==> config.mk <==
export PLATFORM = sky130hd
export DESIGN_NAME = dmem_arbiter_flat
export DESIGN_NICKNAME = d
export VERILOG_FILES = /design/src/rtl/dmem_arb_pkg.sv /design/src/rtl/dmem_arb_if.sv /design/src/rtl/dmem_arbiter_sat_counter.sv /design/src/rtl/dmem_arbiter.sv /design/src/flat_wrapper.sv
export SDC_FILE = /design/constraint.sdc
export NUM_CORES = 1
export LEC_CHECK = 0
export BUFFER_PORTS_ARGS = -buffer_cell sky130_fd_sc_hd__buf_2
export CAP_MARGIN = 20
export CORE_MARGIN = 2
export CORE_UTILIZATION = 33
export DETAILED_ROUTE_END_ITERATION = 8
export GPL_TIMING_DRIVEN = 0
export PLACE_DENSITY_LB_ADDON = 0.3
export SLEW_MARGIN = 20
export SYNTH_ARGS = -nofsm -noshare
export SYNTH_HDL_FRONTEND = slang
export SYNTH_HIERARCHICAL = 1
export SYNTH_SLANG_ARGS = --single-unit
==> constraint.sdc <==
create_clock -name clk -period 1.6 [get_ports clk]
set_input_delay 0.32 -clock clk [delete_from_list [all_inputs] [get_ports clk]]
set_output_delay 0.32 -clock clk [all_outputs]
set_load 0.01 [all_outputs]
==> src/rtl/dmem_arb_pkg.sv <==
// Shared types and default sizing for the data-memory arbiter.
package dmem_arb_pkg;

    typedef enum logic {
        S_CPU = 1'b0,
        S_DMA = 1'b1
    } arb_state_t;

    localparam int DEF_AW           = 16;
    localparam int DEF_DW           = 16;
    localparam int DEF_STARVE_LIMIT = 4;
    localparam int DEF_MAX_BURST    = 8;

endpackage

==> src/rtl/dmem_arb_if.sv <==
// Bundles the CPU port, DMA port and memory-side signals of the arbiter.
interface dmem_arb_if
    import dmem_arb_pkg::*;
#(
    parameter int AW = DEF_AW,
    parameter int DW = DEF_DW
);

    logic          cpu_req;
    logic          cpu_we;
    logic [AW-1:0] cpu_addr;
    logic [DW-1:0] cpu_wdata;
    logic [DW-1:0] cpu_rdata;
    logic          cpu_stall;

    logic          dma_req;
    logic          dma_we;
    logic [AW-1:0] dma_addr;
    logic [DW-1:0] dma_wdata;
    logic          dma_last;
    logic          dma_gnt;
    logic [DW-1:0] dma_rdata;
    logic          dma_rvalid;

    logic [AW-1:0] mem_address;
    logic [DW-1:0] mem_write_data;
    logic          mem_read;
    logic          mem_write;
    logic [DW-1:0] mem_read_data;

    // Arbiter side.
    modport slave (
        input  cpu_req, cpu_we, cpu_addr, cpu_wdata,
        output cpu_rdata, cpu_stall,
        input  dma_req, dma_we, dma_addr, dma_wdata, dma_last,
        output dma_gnt, dma_rdata, dma_rvalid,
        output mem_address, mem_write_data, mem_read, mem_write,
        input  mem_read_data
    );

    // Requesters and memory side.
    modport master (
        output cpu_req, cpu_we, cpu_addr, cpu_wdata,
        input  cpu_rdata, cpu_stall,
        output dma_req, dma_we, dma_addr, dma_wdata, dma_last,
        input  dma_gnt, dma_rdata, dma_rvalid,
        input  mem_address, mem_write_data, mem_read, mem_write,
        output mem_read_data
    );

endinterface

==> src/rtl/dmem_arbiter_sat_counter.sv <==
// Saturating up-counter with synchronous clear; clear wins over increment.
module sat_counter #(
    parameter int WIDTH = 3,
    parameter int LIMIT = 4
) (
    input  logic             clk,
    input  logic             rst,
    input  logic             inc,
    input  logic             clr,
    output logic [WIDTH-1:0] cnt
);

    always_ff @(posedge clk or posedge rst) begin
        if (rst) begin
            cnt <= '0;
        end else if (clr) begin
            cnt <= '0;
        end else if (inc && (cnt != WIDTH'(LIMIT))) begin
            cnt <= cnt + WIDTH'(1);
        end
    end

endmodule

==> src/rtl/dmem_arbiter.sv <==
// Single-port data-memory arbiter: CPU priority with bounded DMA starvation
// and locked DMA bursts.
module dmem_arbiter
    import dmem_arb_pkg::*;
#(
    parameter int AW           = DEF_AW,
    parameter int DW           = DEF_DW,
    parameter int STARVE_LIMIT = DEF_STARVE_LIMIT,
    parameter int MAX_BURST    = DEF_MAX_BURST
) (
    input  logic       clk,
    input  logic       rst,
    dmem_arb_if.slave  bus
);

    localparam int SW = $clog2(STARVE_LIMIT + 1);
    localparam int BW = $clog2(MAX_BURST + 1);

    arb_state_t    state;
    logic [BW-1:0] burst_cnt;
    logic [SW-1:0] starve_cnt;
    logic          cpu_grant;
    logic          dma_grant;
    logic          starve_full;
    logic          burst_end;
    logic          starve_inc;
    logic          starve_clr;

    assign starve_full = (starve_cnt == SW'(STARVE_LIMIT));
    assign burst_end   = bus.dma_last || (burst_cnt == BW'(MAX_BURST - 1));

    // Grants are suppressed while rst is high so no partial write lands on the reset edge.
    always_comb begin
        cpu_grant = 1'b0;
        dma_grant = 1'b0;
        if (!rst) begin
            if (state == S_DMA) begin
                dma_grant = bus.dma_req;
            end else begin
                dma_grant = bus.dma_req && (!bus.cpu_req || starve_full);
                cpu_grant = bus.cpu_req && !dma_grant;
            end
        end
    end

    always_comb begin
        bus.mem_address    = '0;
        bus.mem_write_data = '0;
        bus.mem_read       = 1'b0;
        bus.mem_write      = 1'b0;
        if (cpu_grant) begin
            bus.mem_address    = bus.cpu_addr;
            bus.mem_write_data = bus.cpu_wdata;
            bus.mem_read       = !bus.cpu_we;
            bus.mem_write      = bus.cpu_we;
        end else if (dma_grant) begin
            bus.mem_address    = bus.dma_addr;
            bus.mem_write_data = bus.dma_wdata;
            bus.mem_read       = !bus.dma_we;
            bus.mem_write      = bus.dma_we;
        end
    end

    assign bus.cpu_stall = bus.cpu_req && !cpu_grant;
    assign bus.cpu_rdata = bus.mem_read_data;
    assign bus.dma_gnt   = dma_grant;

    // Starvation only accrues in CPU-priority mode while DMA is actually waiting.
    assign starve_inc = cpu_grant && bus.dma_req;
    assign starve_clr = (state == S_DMA) || dma_grant || !bus.dma_req;

    sat_counter #(
        .WIDTH (SW),
        .LIMIT (STARVE_LIMIT)
    ) u_starve (
        .clk (clk),
        .rst (rst),
        .inc (starve_inc),
        .clr (starve_clr),
        .cnt (starve_cnt)
    );

    always_ff @(posedge clk or posedge rst) begin
        if (rst) begin
            state          <= S_CPU;
            burst_cnt      <= '0;
            bus.dma_rvalid <= 1'b0;
            bus.dma_rdata  <= '0;
        end else begin
            bus.dma_rvalid <= dma_grant && !bus.dma_we;
            if (dma_grant && !bus.dma_we) begin
                bus.dma_rdata <= bus.mem_read_data;
            end
            case (state)
                S_CPU: begin
                    if (dma_grant && !bus.dma_last && (MAX_BURST > 1)) begin
                        state     <= S_DMA;
                        burst_cnt <= BW'(1);
                    end
                end
                S_DMA: begin
                    if (!bus.dma_req || burst_end) begin
                        state     <= S_CPU;
                        burst_cnt <= '0;
                    end else begin
                        burst_cnt <= burst_cnt + BW'(1);
                    end
                end
                default: begin
                    state     <= S_CPU;
                    burst_cnt <= '0;
                end
            endcase
        end
    end

endmodule

==> src/flat_wrapper.sv <==
// flat-port wrapper written by rule: the top's interface ports become plain ports
module dmem_arbiter_flat import dmem_arb_pkg::*;
#(
    parameter int AW           = DEF_AW,
    parameter int DW           = DEF_DW,
    parameter int STARVE_LIMIT = DEF_STARVE_LIMIT,
    parameter int MAX_BURST    = DEF_MAX_BURST
)
  (clk, rst, bus_cpu_req, bus_cpu_we, bus_cpu_addr, bus_cpu_wdata, bus_cpu_rdata, bus_cpu_stall, bus_dma_req, bus_dma_we, bus_dma_addr, bus_dma_wdata, bus_dma_last, bus_dma_gnt, bus_dma_rdata, bus_dma_rvalid, bus_mem_address, bus_mem_write_data, bus_mem_read, bus_mem_write, bus_mem_read_data);
  dmem_arb_if #(.AW(AW), .DW(DW)) bus_i ();
  input  logic clk;
  input  logic rst;
  input wire logic [$bits(bus_i.cpu_req)-1:0] bus_cpu_req;
  input wire logic [$bits(bus_i.cpu_we)-1:0] bus_cpu_we;
  input wire logic [$bits(bus_i.cpu_addr)-1:0] bus_cpu_addr;
  input wire logic [$bits(bus_i.cpu_wdata)-1:0] bus_cpu_wdata;
  output wire logic [$bits(bus_i.cpu_rdata)-1:0] bus_cpu_rdata;
  output wire logic [$bits(bus_i.cpu_stall)-1:0] bus_cpu_stall;
  input wire logic [$bits(bus_i.dma_req)-1:0] bus_dma_req;
  input wire logic [$bits(bus_i.dma_we)-1:0] bus_dma_we;
  input wire logic [$bits(bus_i.dma_addr)-1:0] bus_dma_addr;
  input wire logic [$bits(bus_i.dma_wdata)-1:0] bus_dma_wdata;
  input wire logic [$bits(bus_i.dma_last)-1:0] bus_dma_last;
  output wire logic [$bits(bus_i.dma_gnt)-1:0] bus_dma_gnt;
  output wire logic [$bits(bus_i.dma_rdata)-1:0] bus_dma_rdata;
  output wire logic [$bits(bus_i.dma_rvalid)-1:0] bus_dma_rvalid;
  output wire logic [$bits(bus_i.mem_address)-1:0] bus_mem_address;
  output wire logic [$bits(bus_i.mem_write_data)-1:0] bus_mem_write_data;
  output wire logic [$bits(bus_i.mem_read)-1:0] bus_mem_read;
  output wire logic [$bits(bus_i.mem_write)-1:0] bus_mem_write;
  input wire logic [$bits(bus_i.mem_read_data)-1:0] bus_mem_read_data;
  assign bus_i.cpu_req = bus_cpu_req;
  assign bus_i.cpu_we = bus_cpu_we;
  assign bus_i.cpu_addr = bus_cpu_addr;
  assign bus_i.cpu_wdata = bus_cpu_wdata;
  assign bus_cpu_rdata = bus_i.cpu_rdata;
  assign bus_cpu_stall = bus_i.cpu_stall;
  assign bus_i.dma_req = bus_dma_req;
  assign bus_i.dma_we = bus_dma_we;
  assign bus_i.dma_addr = bus_dma_addr;
  assign bus_i.dma_wdata = bus_dma_wdata;
  assign bus_i.dma_last = bus_dma_last;
  assign bus_dma_gnt = bus_i.dma_gnt;
  assign bus_dma_rdata = bus_i.dma_rdata;
  assign bus_dma_rvalid = bus_i.dma_rvalid;
  assign bus_mem_address = bus_i.mem_address;
  assign bus_mem_write_data = bus_i.mem_write_data;
  assign bus_mem_read = bus_i.mem_read;
  assign bus_mem_write = bus_i.mem_write;
  assign bus_i.mem_read_data = bus_mem_read_data;
  dmem_arbiter #(.AW(AW), .DW(DW), .STARVE_LIMIT(STARVE_LIMIT), .MAX_BURST(MAX_BURST)) u_core (.clk(clk), .rst(rst), .bus(bus_i));
endmodule
==> summary.md, run 1 <==
| Metric | Value |
|---|---|
| Leak | 1.67 nW |
| Placed Area | 2560 µm² |
| Site Rows | 25 |
| CP Max Fanout | 6 |
| Clock tree from TritonCTS | built |
| Cell Int Power | 1.37 mW |
| Clock sinks | 25 |
| Total power | 1.95 mW |
| Die area | 5540 µm² |
| YS warnings | 6 |
| Status | complete, but fails checks |
| Via density per instance | 4.60 |
| CTS root buf | clkbuf_8 |
| I/O pin count | 156 |
| N_diodes | 0 |
| Largest net degree at the start of global routing | 23 |
| Gate Count Post-Synth | between 100 and 150 |
| Global routing usage on met1 | 0.167 |
| Design area | 2920 µm² |
| Setup Viol. Count Final | 55 |
| Final WL | 5260 µm |
| Flops & latches, synth | 25 |
| Clock Power Share | 0.186 |
| Core area | around 4800 µm² |
| # DRC | 0 |
| Nets | about 420 |
| Fin Setup TNS | -17,720 ps |
| First-pass GRT wire length | ~7300 µm |
| Post-synthesis sequential area ratio | 0.382 |
| Final Hold Vio Count | 0 |
| GR peak layer | met2 |
| Fmax | 0.485 GHz |
| Post-synth EDFFs | 0 |
| Final worst slack | -460 ps |
| Syn nets | 236 |
| Seq pwr share | 0.409 |
| Share of cells above drive strength 1 | 0.719 |
| Worst EP required | between 1000 and 1500 ps |
| Worst Setup Start Kind | flip-flop |
| Setup CP Type | reg2out |
| Clock Path Buffers | 2 |
| Gr usage total | 0.168 |
| Vias post-DR | 1,797 |
| Per-cell routed wire length | 13.5 µm |
| Unique masters post-synth | 32 |
| Maximum vdd ir drop | 484 µV |
| Crit path arrival time | ~1700 ps |
| TritonCTS buffer count | 3 |
| Fin crit period | 2060 ps |
| Hold Crit Class | in2async |
| Die W | approximately 74 µm |
| Rel. slew slack | 0.442 |
| Iteration-0 DRC Markers | 24 |
| Switching part of the total power | 0.298 |
| Failing checks | negative setup slack |
| Fin cells | just under 400 |
| FFs w/ async S/R, synth | 1.00 |
| Cells after DPL | 368 |
| RSZ-0062 raised after global routing | yes |
| Initial antenna violation count | 0 |
| Post-synth top flop | dfrtp_1 |
| Largest area contributor in the netlist | dfrtp_1 |
| Power density over cell area | 668 nW/µm² |
| Post-Syn Area | 1640 µm² |
| Skew final | 1.65 ps |
| Grt ovf | 0 |
| Slew @ Worst Pin | 836 ps |
| DP HPWL | about 4100 µm |
| Synth top area cells | dfrtp_1 38%, a22o_1 18%, mux2_4 8.3% |
| Final ANT Viol Nets | 0 |
| Syn avg cell area | 11.2 µm² |
| Pre-CTS WS | -364 ps |
| GR Util met3 | 0.0379 |
| Met2 GRT Util | 0.355 |
| Yosys top cell area share | 0.382 |
| H-tree depth | 1 |
| Crit. End Element | primary output |
| Area Overhead vs Synth | 78.5% |
| Initial Util | 0.344 |
| Gate power share | 0.405 |
| Die H | 74.5 µm |
| Clk_lat worst skew | 260 ps |
| Drt pass-1 iters | 4 |
| # port buffers | 155 |
| Vias in the first global route | 1,728 |
| Final worst-path cycle share | 1.29 |
| GPL Wtd Cong | between 0.6 and 0.7 |
| Slew Viols, Final | 0 |
| Reg clk slew, reported paths | roughly 80 ps |
| P_sw | approximately 0.58 mW |
| # Max-Cap Violations | 0 |
==> cell families after synthesis <==
logic type / after synthesis / synth area share
AOI/OAI and AO/OA: 47 / 0.244
buffers and inverters: 33 / 0.127
DFF: 25 / 0.382
and+or+nand+nor: 19 / 0.0756
muxes: 18 / 0.144
adders and majority gates: 3 / 0.0229
xor gates and xnor gates: 1 / 0.00535
==> worst max-delay path, stage by stage (launching register included) <==
cell and delay (ps):
dfrtp_2 430, nor3b_4 310, o21ba_4 210, buf_8 120
buf_6 110, a22o_1 180, buf_6 120
==> metrics by stage <==
stage                      util  hold WS, ps
final                     0.615          256
after global routing      0.615          291
after CTS                 0.593          291
after detailed placement  0.539          233
after global placement    0.539          233
after floorplan               -         73.6
==> cell type report <==
cell class                 instances  area (µm²)
sequential                        25         628
tap                               67        83.8
clock inverter                     1        5.00
clock buffer                       3        41.3
inverter                           8        30.0
timing repair buffer             174        1030
multi-input combinational         88         865
buffer                            25         238
fill                             406        1830
==> layer usage <==
metal  wire length, µm  part of all wire
met1              1900              0.36
met2              2870              0.55
met3               489             0.093
met4                 0                 0
met5                 0                 0
==> worst paths after layout <==
kind                                                from                       end  slack, ps  cells past startpoint
worst max-delay path              u_core/u_starve/cnt[0]       bus_mem_address[10]       -460                      6
worst min-delay path                                 rst              u_core/state        260                      2
worst max register to register              u_core/state    u_core/u_starve/cnt[1]       -240                      7
worst min register to register  u_core/bus.dma_rdata[10]  u_core/bus.dma_rdata[10]        500                      1
max in group asynchronous                            rst   u_core/bus.dma_rdata[1]        830                      2
min in group clk                    bus_mem_read_data[4]   u_core/bus.dma_rdata[4]        300                      2
==> power by group through the flow <==
stage | Combinational, mW | Clock (mW) | Sequential, mW
detailed placement | 0.715 | 0 | 0.808
global route | 0.847 | 0.410 | 0.813
floorplan | 0.339 | 0 | 0.853
finish | 0.791 | 0.363 | 0.799
global placement | 0.699 | 0 | 0.807
CTS | 0.766 | 0.378 | 0.798
==> sequential cells by signal, indices dropped and copies added, names as in the netlist <==
register and count:
u_core/burst_cnt 4, u_core/bus.dma_rdata 16, u_core/bus.dma_rvalid 1, u_core/state 1, u_core/u_starve/cnt 3
==> cells in the final DEF, fill, tap and decap left out, types with 2 or more instances in the layout <==
cell and instances:
buf_12 2, buf_4 26, nand2_1 3, nor2b_1 2, dfrtp_1 23, clkbuf_8 3
nand2b_1 2, dfrtp_2 2, ha_1 3, nand2b_4 3, inv_1 8, mux2_2 8
buf_2 148, buf_6 16, a22o_1 34, buf_8 3, mux2_4 9, a21oi_1 3
==> cells in the mapped netlist (2+ instances only) <==
cell type / count
a21oi_1: 4
a22o_1: 34
buf_2: 7
buf_4: 16
buf_6: 2
dfrtp_1: 25
ha_1: 3
inv_1: 8
mux2_2: 8
mux2_4: 9
nand2_1: 3
nand2b_1: 5
nor2b_1: 2
o21ai_0: 2
==> repair_timing <==
action	4_1_cts	5_1_grt
hold buffers	1	0
endpoints found under the hold margin	3	0
setup buffers	11	4
resized for setup	21	12
pin swaps	6	5
gates cloned	2	2
setup endpoints to repair	47	57
No activity file was read; power rests on OpenSTA's default activity.
==> run 2: changes to the inputs <==
--- a/config.mk
+++ b/config.mk
@@ -5,15 +5,14 @@
 export SDC_FILE = /design/constraint.sdc
 export NUM_CORES = 1
 export LEC_CHECK = 0
-export BUFFER_PORTS_ARGS = -buffer_cell sky130_fd_sc_hd__buf_2
 export CAP_MARGIN = 20
-export CORE_MARGIN = 2
-export CORE_UTILIZATION = 33
+export CORE_AREA = 2 2 60 62
 export DETAILED_ROUTE_END_ITERATION = 8
+export DIE_AREA = 0 0 62 64
+export DONT_BUFFER_PORTS = 1
 export GPL_TIMING_DRIVEN = 0
 export PLACE_DENSITY_LB_ADDON = 0.3
 export SLEW_MARGIN = 20
 export SYNTH_ARGS = -nofsm -noshare
 export SYNTH_HDL_FRONTEND = slang
-export SYNTH_HIERARCHICAL = 1
 export SYNTH_SLANG_ARGS = --single-unit
==> summary.md, run 2 <==
| Metric | Value |
|---|---|
| Die W | 62 µm (was 74.5 µm) |
| FFs w/ async S/R, synth | 1.00 (unchanged) |
| Grt ovf | 0 (unchanged) |
| Vias in the first global route | 1,345 (was 1,728) |
| CP startpoint | u_core.u_starve.cnt[0] (was u_core/u_starve/cnt[0]) |
| # Max-Cap Violations | 0 (unchanged) |
| Setup Viol. Count Final | 58 (was 55) |
| Worst Path Buf+Inv | 4 (was 3) |
| Biggest register | u_core.bus.dma_rdata (was u_core/bus.dma_rdata) |
| DP HPWL | 3430 µm (was 4060 µm) |
| Skew final | 11.3 ps (was 1.65 ps) |
| Clock tree from TritonCTS | built (unchanged) |
| CP Capture Point | bus_mem_address[7] (was bus_mem_address[10]) |
| Cells after DPL | 190 (was 368) |
| Area Overhead vs Synth | 50.8% (was 78.5%) |
| Top Registers | u_core.bus.dma_rdata (16), u_core.burst_cnt (4), u_core.u_starve.cnt (3) (was u_core/bus.dma_rdata (16), u_core/burst_cnt (4), u_core/u_starve/cnt (3)) |
| Iteration-0 DRC Markers | 56 (was 24) |
| Rel. slew slack | 0.362 (was 0.442) |
| Per-cell routed wire length | 25.5 µm (was 13.5 µm) |
| Core area | 3280 µm² (was 4750 µm²) |
| Critical path depth in cells | 8 (was 6) |
| Largest net degree at the start of global routing | 26 (was 23) |
| Slew Viols, Final | 0 (unchanged) |
| Leak | 1.15 nW (was 1.67 nW) |
| Hold Crit Class | in2async (unchanged) |
| Final WL | 5400 µm (was 5260 µm) |
| Worst r2r src | u_core.u_starve.cnt[0] (was u_core/state) |
| Drt pass-1 iters | 4 (unchanged) |
| Clock sinks | 25 (unchanged) |
| Slew @ Worst Pin | 956 ps (was 836 ps) |
| Largest register FFs | 16 (unchanged) |
| Syn nets | 234 (was 236) |
| CTS root buf | clkbuf_4 (was clkbuf_8) |
| Nets | 257 (was 415) |
| Initial Util | 0.477 (was 0.344) |
| Top-count cell post-synth | a22o_1 (unchanged) |
| Final worst slack | -591 ps (was -460 ps) |
| Post-synth top flop | dfrtp_1 (unchanged) |
| Reg clk slew, reported paths | 150 ps (was 80 ps) |
| Gr usage total | 0.242 (was 0.168) |
| Syn avg cell area | 10.9 µm² (was 11.2 µm²) |
| Largest area contributor in the netlist | dfrtp_1 (unchanged) |
| Most common cell after layout, fill and taps aside | a22o_4 (was buf_2) |
| Final worst-path cycle share | 1.37 (was 1.29) |
| Die area | 3970 µm² (was 5540 µm²) |
| Hold slack | 85.2 ps (was 256 ps) |
| First-pass GRT wire length | 7020 µm (was 7320 µm) |
| Clk_lat worst skew | 320 ps (was 260 ps) |
| Design area | 2360 µm² (was 2920 µm²) |
| Gate Count Post-Synth | 144 (was 146) |
| Site Rows | 21 (was 25) |
| CP max-delay cell | dfrtp_1 (was dfrtp_2) |
| Post-synthesis sequential area ratio | 0.399 (was 0.382) |
| Status | complete, but fails checks (unchanged) |
| Placed Area | 1650 µm² (was 2560 µm²) |
| Final Hold Vio Count | 0 (unchanged) |
| Setup CP Type | reg2out (unchanged) |
| CP delay by family, top | buffers and inverters (was flip-flops) |
| YS warnings | 0 (was 6) |
| Flops & latches, synth | 25 (unchanged) |
| Worst Setup Start Kind | flip-flop (unchanged) |
| Critical Path Max Stage Delay | 430 ps (about the same) |
| Post-synth EDFFs | 0 (unchanged) |
| TritonCTS buffer count | 3 (unchanged) |
| Initial antenna violation count | 0 (unchanged) |
| Power density over cell area | 733 nW/µm² (was 668 nW/µm²) |
| Top cells by count, synth | 34 x a22o_1, 25 x dfrtp_1, 20 x buf_4, 9 x inv_1 (was 34 x a22o_1, 25 x dfrtp_1, 16 x buf_4, 9 x mux2_4) |
| GPL Wtd Cong | 0.783 (was 0.698) |
| Fin cells | 212 (was 391) |
| Setup slack on the worst flop-to-flop path | -420 ps (was -240 ps) |
| Share of cells above drive strength 1 | 0.669 (was 0.719) |
| Crit path arrival time | 1870 ps (was 1740 ps) |
| Worst EP required | 1280 ps (about the same) |
| Synth top area cells | dfrtp_1 40%, a22o_1 19%, buf_4 9.6% (was dfrtp_1 38%, a22o_1 18%, mux2_4 8.3%) |
| Die H | 64 µm (was 74.5 µm) |
| # DRC | 0 (unchanged) |
| FF-to-FF End | u_core.bus.dma_rdata[1] (was u_core/u_starve/cnt[1]) |
| Maximum vdd ir drop | 616 µV (was 484 µV) |
| CP Max Fanout | 10 (was 6) |
| N_diodes | 0 (unchanged) |
| Unique masters post-synth | 30 (was 32) |
| Yosys top cell area share | 0.399 (was 0.382) |
| Post-Syn Area | 1570 µm² (was 1640 µm²) |
| H-tree depth | 1 (unchanged) |
| Fin crit period | 2190 ps (was 2060 ps) |
| CP dominant cell by count | buf_6 (unchanged) |
| Clock Path Buffers | 2 (unchanged) |
| Via density per instance | 6.23 (was 4.60) |
| I/O pin count | 156 (unchanged) |
| Hold buffers post-CTS | 0 (was 1) |
| Final ANT Viol Nets | 0 (unchanged) |
| Failing checks | negative setup slack (unchanged) |
| Crit. End Element | primary output (unchanged) |
| Worst Reg-to-Reg Cells | 10 (was 7) |
| RSZ-0062 raised after global routing | yes (unchanged) |
| Vias post-DR | 1,321 (was 1,797) |
| Commonest cells after routing, fill and taps aside | 32 x a22o_4, 25 x dfrtp_1, 24 x buf_4 (was 148 x buf_2, 34 x a22o_1, 26 x buf_4) |
| Fmax | 0.456 GHz (was 0.485 GHz) |
| # port buffers | 0 (was 155) |
| Worst path cell trace | inv_2 > ha_4 > nand2_4 > buf_6 > o21a_1 > buf_6 > buf_12 > a22o_4 (was nor3b_4 > o21ba_4 > buf_8 > buf_6 > a22o_1 > buf_6) |
| Fillers | 224 (was 406) |
| Total power | 1.73 mW (was 1.95 mW) |
run 2: worst register-to-register path: stages (launching register included):
cell and delay, ps:
dfrtp_1 430, inv_2 80, ha_4 140, nand2_4 60, a311oi_4 300, and2b_1 180, buf_6 110, buf_8 100
buf_4 100, buf_6 110, mux2_4 300
run 2: report_power, final:
part           leakage, nW  internal [mW]  switching, mW  total, mW
Combinational        0.825          0.346          0.222      0.568
Sequential           0.314          0.739          0.133      0.872
Clock               0.0139         0.0954          0.196      0.291
run 2: worst min path at each step:
| stage | from | to | slack, ps | cells past startpoint |
|---|---|---|---|---|
| floorplan | rst | u_core.burst_cnt[0] | 350 | 1 |
| global placement | rst | u_core.state | 450 | 1 |
| detailed placement | bus_mem_read_data[0] | u_core.bus.dma_rdata[0] | 460 | 1 |
| CTS | rst | u_core.bus.dma_rdata[12] | 110 | 1 |
| global route | bus_mem_read_data[0] | u_core.bus.dma_rdata[0] | 110 | 1 |
| finish | rst | u_core.bus.dma_rvalid | 90 | 1 |
run 2: cell families (layout without fill, tap and decap cells):
logic type,Yosys count,in the layout,share of synthesized area
AO/OA/AOI/OAI,49,49,0.260
XOR/XNOR,1,1,0.00559
adder cells (fa/ha/maj),3,3,0.0239
buffers and inverters,37,59,0.150
flip-flops,25,25,0.399
multiplexers,16,16,0.115
AND/OR/NAND/NOR,13,13,0.0463
run 2: layout make-up:
cell class | instances | area [µm²] | area share
Buffer | 27 | 284 | 0.120
Clock buffer | 3 | 22.5 | 0.00953
Clock inverter | 1 | 7.51 | 0.00318
Inverter | 10 | 37.5 | 0.0159
Multi-Input combinational cell | 82 | 1130 | 0.478
Sequential cell | 25 | 626 | 0.265
Tap cell | 46 | 57.6 | 0.0244
Timing Repair Buffer | 18 | 199 | 0.0842
run 2: through the flow:
stage	TNS, ps	utilization	setup slack (ps)
2_1_floorplan	-5250	-	-159
3_3_place_gp	-10220	0.502	-276
3_5_place_dp	-12500	0.502	-311
4_1_cts	-26870	0.702	-629
5_1_grt	-29810	0.720	-643
6_report	-27010	0.720	-591
run 2: per-layer routing:
metal	global-route usage	wire, µm
met1	0.283	1840
met2	0.436	3040
met3	0.0223	373
met4	0.0904	150
met5	0	0
run 2: what timing repair did:
| item | in CTS | in global routing |
|---|---|---|
| resized for setup | 78 | 27 |
| pin swaps | 11 | 13 |
| cloned | 3 | 1 |
| buffers inserted | 17 | 8 |
| endpoints found under the hold margin | 0 | 0 |
| setup endpoints to repair | 56 | 58 |
==> run 3: changes to the inputs <==
--- a/config.mk
+++ b/config.mk
@@ -10,7 +10,6 @@
 export DETAILED_ROUTE_END_ITERATION = 8
 export DIE_AREA = 0 0 62 64
 export DONT_BUFFER_PORTS = 1
-export GPL_TIMING_DRIVEN = 0
 export PLACE_DENSITY_LB_ADDON = 0.3
 export SLEW_MARGIN = 20
 export SYNTH_ARGS = -nofsm -noshare
==> summary.md, run 3 (synthesis results as in run 2) <==
| Metric | Value |
|---|---|
| Area taken by flip-flops and latches | 626 µm² (unchanged) |
| Crit path arrival time | 2360 ps (was 1870 ps) |
| Clock sinks | 25 (unchanged) |
| Initial antenna violation count | 0 (unchanged) |
| Worst path cell trace | inv_2 > ha_4 > nand2_4 > a311oi_4 > buf_12 > and2b_2 > buf_4 > buf_6 > clkbuf_16 > mux2_2 (was inv_2 > ha_4 > nand2_4 > buf_6 > o21a_1 > buf_6 > buf_12 > a22o_4) |
| Power density over cell area | 745 nW/µm² (was 733 nW/µm²) |
| Hold Crit Class | in2reg (was in2async) |
| Fillers | 227 (was 224) |
| CP delay by family, top | buffers and inverters (unchanged) |
| DP HPWL | 3260 µm (was 3430 µm) |
| Iteration-0 DRC Markers | 40 (was 56) |
| Largest net degree at the start of global routing | 26 (unchanged) |
| Per-cell routed wire length | 24.7 µm (was 25.5 µm) |
| Final WL | 4790 µm (was 5400 µm) |
| Critical Path Max Stage Delay | 420 ps (was 430 ps) |
| # port buffers | 0 (unchanged) |
| Via density per instance | 6.41 (was 6.23) |
| Global routing usage on met1 | 0.214 (was 0.283) |
| Fin cells | 194 (was 212) |
| Drt pass-1 iters | 4 (unchanged) |
| Slew @ Worst Pin | 309 ps (was 956 ps) |
| Worst Setup Start Kind | flip-flop (unchanged) |
| Die W | 62 µm (unchanged) |
| RSZ-0062 raised after global routing | yes (unchanged) |
| Slew Viols, Final | 0 (unchanged) |
| Worst Path Buf+Inv | 5 (was 4) |
| Clk_lat worst skew | 310 ps (was 320 ps) |
| N_diodes | 0 (unchanged) |
| Hold slack | 140 ps (was 85.2 ps) |
| Status | complete, but fails checks (unchanged) |
| # DRC | 0 (unchanged) |
| Grt ovf | 0 (unchanged) |
| TritonCTS buffer count | 3 (unchanged) |
| Setup CP Type | reg2reg (was reg2out) |
| Worst EP required | 1820 ps (was 1280 ps) |
| Setup Viol. Count Final | 53 (was 58) |
| Gr usage total | 0.198 (was 0.242) |
| Rel. slew slack | 0.794 (was 0.362) |
| Core area | 3280 µm² (unchanged) |
| Met2 GRT Util | 0.367 (was 0.436) |
| Fmax | 0.466 GHz (was 0.456 GHz) |
| Fin crit period | 2150 ps (was 2190 ps) |
| GR Util met3 | 0.0385 (was 0.0223) |
| CP Max Fanout | 4 (was 10) |
| Commonest cells after routing, fill and taps aside | 33 x a22o_4, 25 x dfrtp_1, 14 x buf_4 (was 32 x a22o_4, 25 x dfrtp_1, 24 x buf_4) |
| I/O pin count | 156 (unchanged) |
| Area Overhead vs Synth | 41.4% (was 50.8%) |
| CTS root buf | clkbuf_4 (unchanged) |
| Biggest register | u_core.bus.dma_rdata (unchanged) |
| Maximum vdd ir drop | 662 µV (was 616 µV) |
| Skew final | 7.48 ps (was 11.3 ps) |
| Failing checks | negative setup slack (unchanged) |
| GPL Wtd Cong | 0.765 (was 0.783) |
| Final ANT Viol Nets | 0 (unchanged) |
| Initial Util | 0.477 (unchanged) |
| Clock tree from TritonCTS | built (unchanged) |
| H-tree depth | 1 (unchanged) |
| Share of cells above drive strength 1 | 0.615 (was 0.669) |
| CP max-delay cell | dfrtp_1 (unchanged) |
| Footprint of the multi-input gates | 1110 µm² (was 1130 µm²) |
| First-pass GRT wire length | 5820 µm (was 7020 µm) |
| # Max-Cap Violations | 0 (unchanged) |
| Die area | 3970 µm² (unchanged) |
| Clock Path Buffers | 2 (unchanged) |
| Crit. End Element | flip-flop (was primary output) |
| GR peak layer | met2 (unchanged) |
| Total power | 1.65 mW (was 1.73 mW) |
| Largest register FFs | 16 (unchanged) |
| Cells after DPL | 177 (was 190) |
| Top Registers | u_core.bus.dma_rdata (16), u_core.burst_cnt (4), u_core.u_starve.cnt (3) (unchanged) |
| Leak | 1.06 nW (was 1.15 nW) |
| Vias in the first global route | 1,250 (was 1,345) |
| Vias post-DR | 1,243 (was 1,321) |
| Die H | 64 µm (unchanged) |
| Site Rows | 21 (unchanged) |
| Most common cell after layout, fill and taps aside | a22o_4 (unchanged) |
| Final Hold Vio Count | 0 (unchanged) |
| Reg clk slew, reported paths | 140 ps (was 150 ps) |
| Final worst-path cycle share | 1.34 (was 1.37) |
| Nets | 239 (was 257) |
| Final worst slack | -545 ps (was -591 ps) |
[run 3: cell count changes in the layout (fill, tap and decap cells not counted), moves of 2 or more]
| cell | previous run | this run |
|---|---|---|
| clkbuf_16 | 1 | 3 |
| buf_4 | 24 | 14 |
| buf_16 | 0 | 2 |
| mux2_4 | 16 | 13 |
| buf_6 | 10 | 2 |
| buf_12 | 5 | 3 |
| buf_8 | 4 | 2 |
| mux2_2 | 0 | 3 |
[run 3: worst paths after layout]
path / startpoint / endpoint / slack, ps / depth (start not counted)
hold / removal: bus_mem_read_data[0] / u_core.bus.dma_rdata[0] / 140 / 1
setup reg to reg: u_core.u_starve.cnt[1] / u_core.bus.dma_rdata[15] / -550 / 10
min in group asynchronous: rst / u_core.bus.dma_rdata[15] / 480 / 3
hold reg to reg: u_core.burst_cnt[3] / u_core.burst_cnt[3] / 540 / 1
setup / recovery: u_core.u_starve.cnt[1] / u_core.bus.dma_rdata[15] / -550 / 10
max in group asynchronous: rst / u_core.burst_cnt[3] / 880 / 3
[run 3: per-layer routing]
| layer | share of wire | vias up |
|---|---|---|
| met2 | 0.57 | 75 |
| met3 | 0.075 | 6 |
| met1 | 0.34 | 634 |
| li1 | - | 528 |
| met5 | 0 | - |
| met4 | 0.016 | 0 |
[run 3: cell type report]
type	count	area share
Inverter	10	0.0169
Clock buffer	3	0.0102
Sequential cell	25	0.282
Multi-Input combinational cell	82	0.499
Tap cell	46	0.0260
Timing Repair Buffer	27	0.161
Clock inverter	1	0.00395
[run 3: metrics by stage]
step	setup TNS (ps)	instance area [µm²]	util	setup WS [ps]
floorplan	-5250	1590	-	-159
global placement	-12830	1590	0.484	-337
detailed placement	-16500	1590	0.484	-402
CTS	-29970	1910	0.580	-636
global route	-31130	2220	0.675	-627
finish	-26930	2220	0.675	-545
[run 3: worst reg2reg max path: stages, from the launching register on]
cell       delay (ps)
dfrtp_1           420
inv_2              90
ha_4              140
nand2_4            50
a311oi_4          320
buf_12            170
and2b_2           170
buf_4             110
buf_6             130
clkbuf_16         150
mux2_2            330
[run 3: timing repair]
| action | CTS | global route |
|---|---|---|
| pin swaps | 11 | 6 |
| buffers inserted | 6 | 3 |
| hold buffers | 1 | 0 |
| gates cloned | 1 | 4 |
| endpoints found under the setup margin | 55 | 57 |
| gates resized for setup | 33 | 38 |
| endpoints found under the hold margin | 25 | 0 |
[run 3: report_power, final]
| part | leakage (nW) | switching [mW] | internal, mW |
|---|---|---|---|
| clock | 0.0183 | 0.187 | 0.101 |
| sequential | 0.314 | 0.126 | 0.740 |
| combinational | 0.724 | 0.192 | 0.307 |
| total | 1.06 | 0.505 | 1.15 |
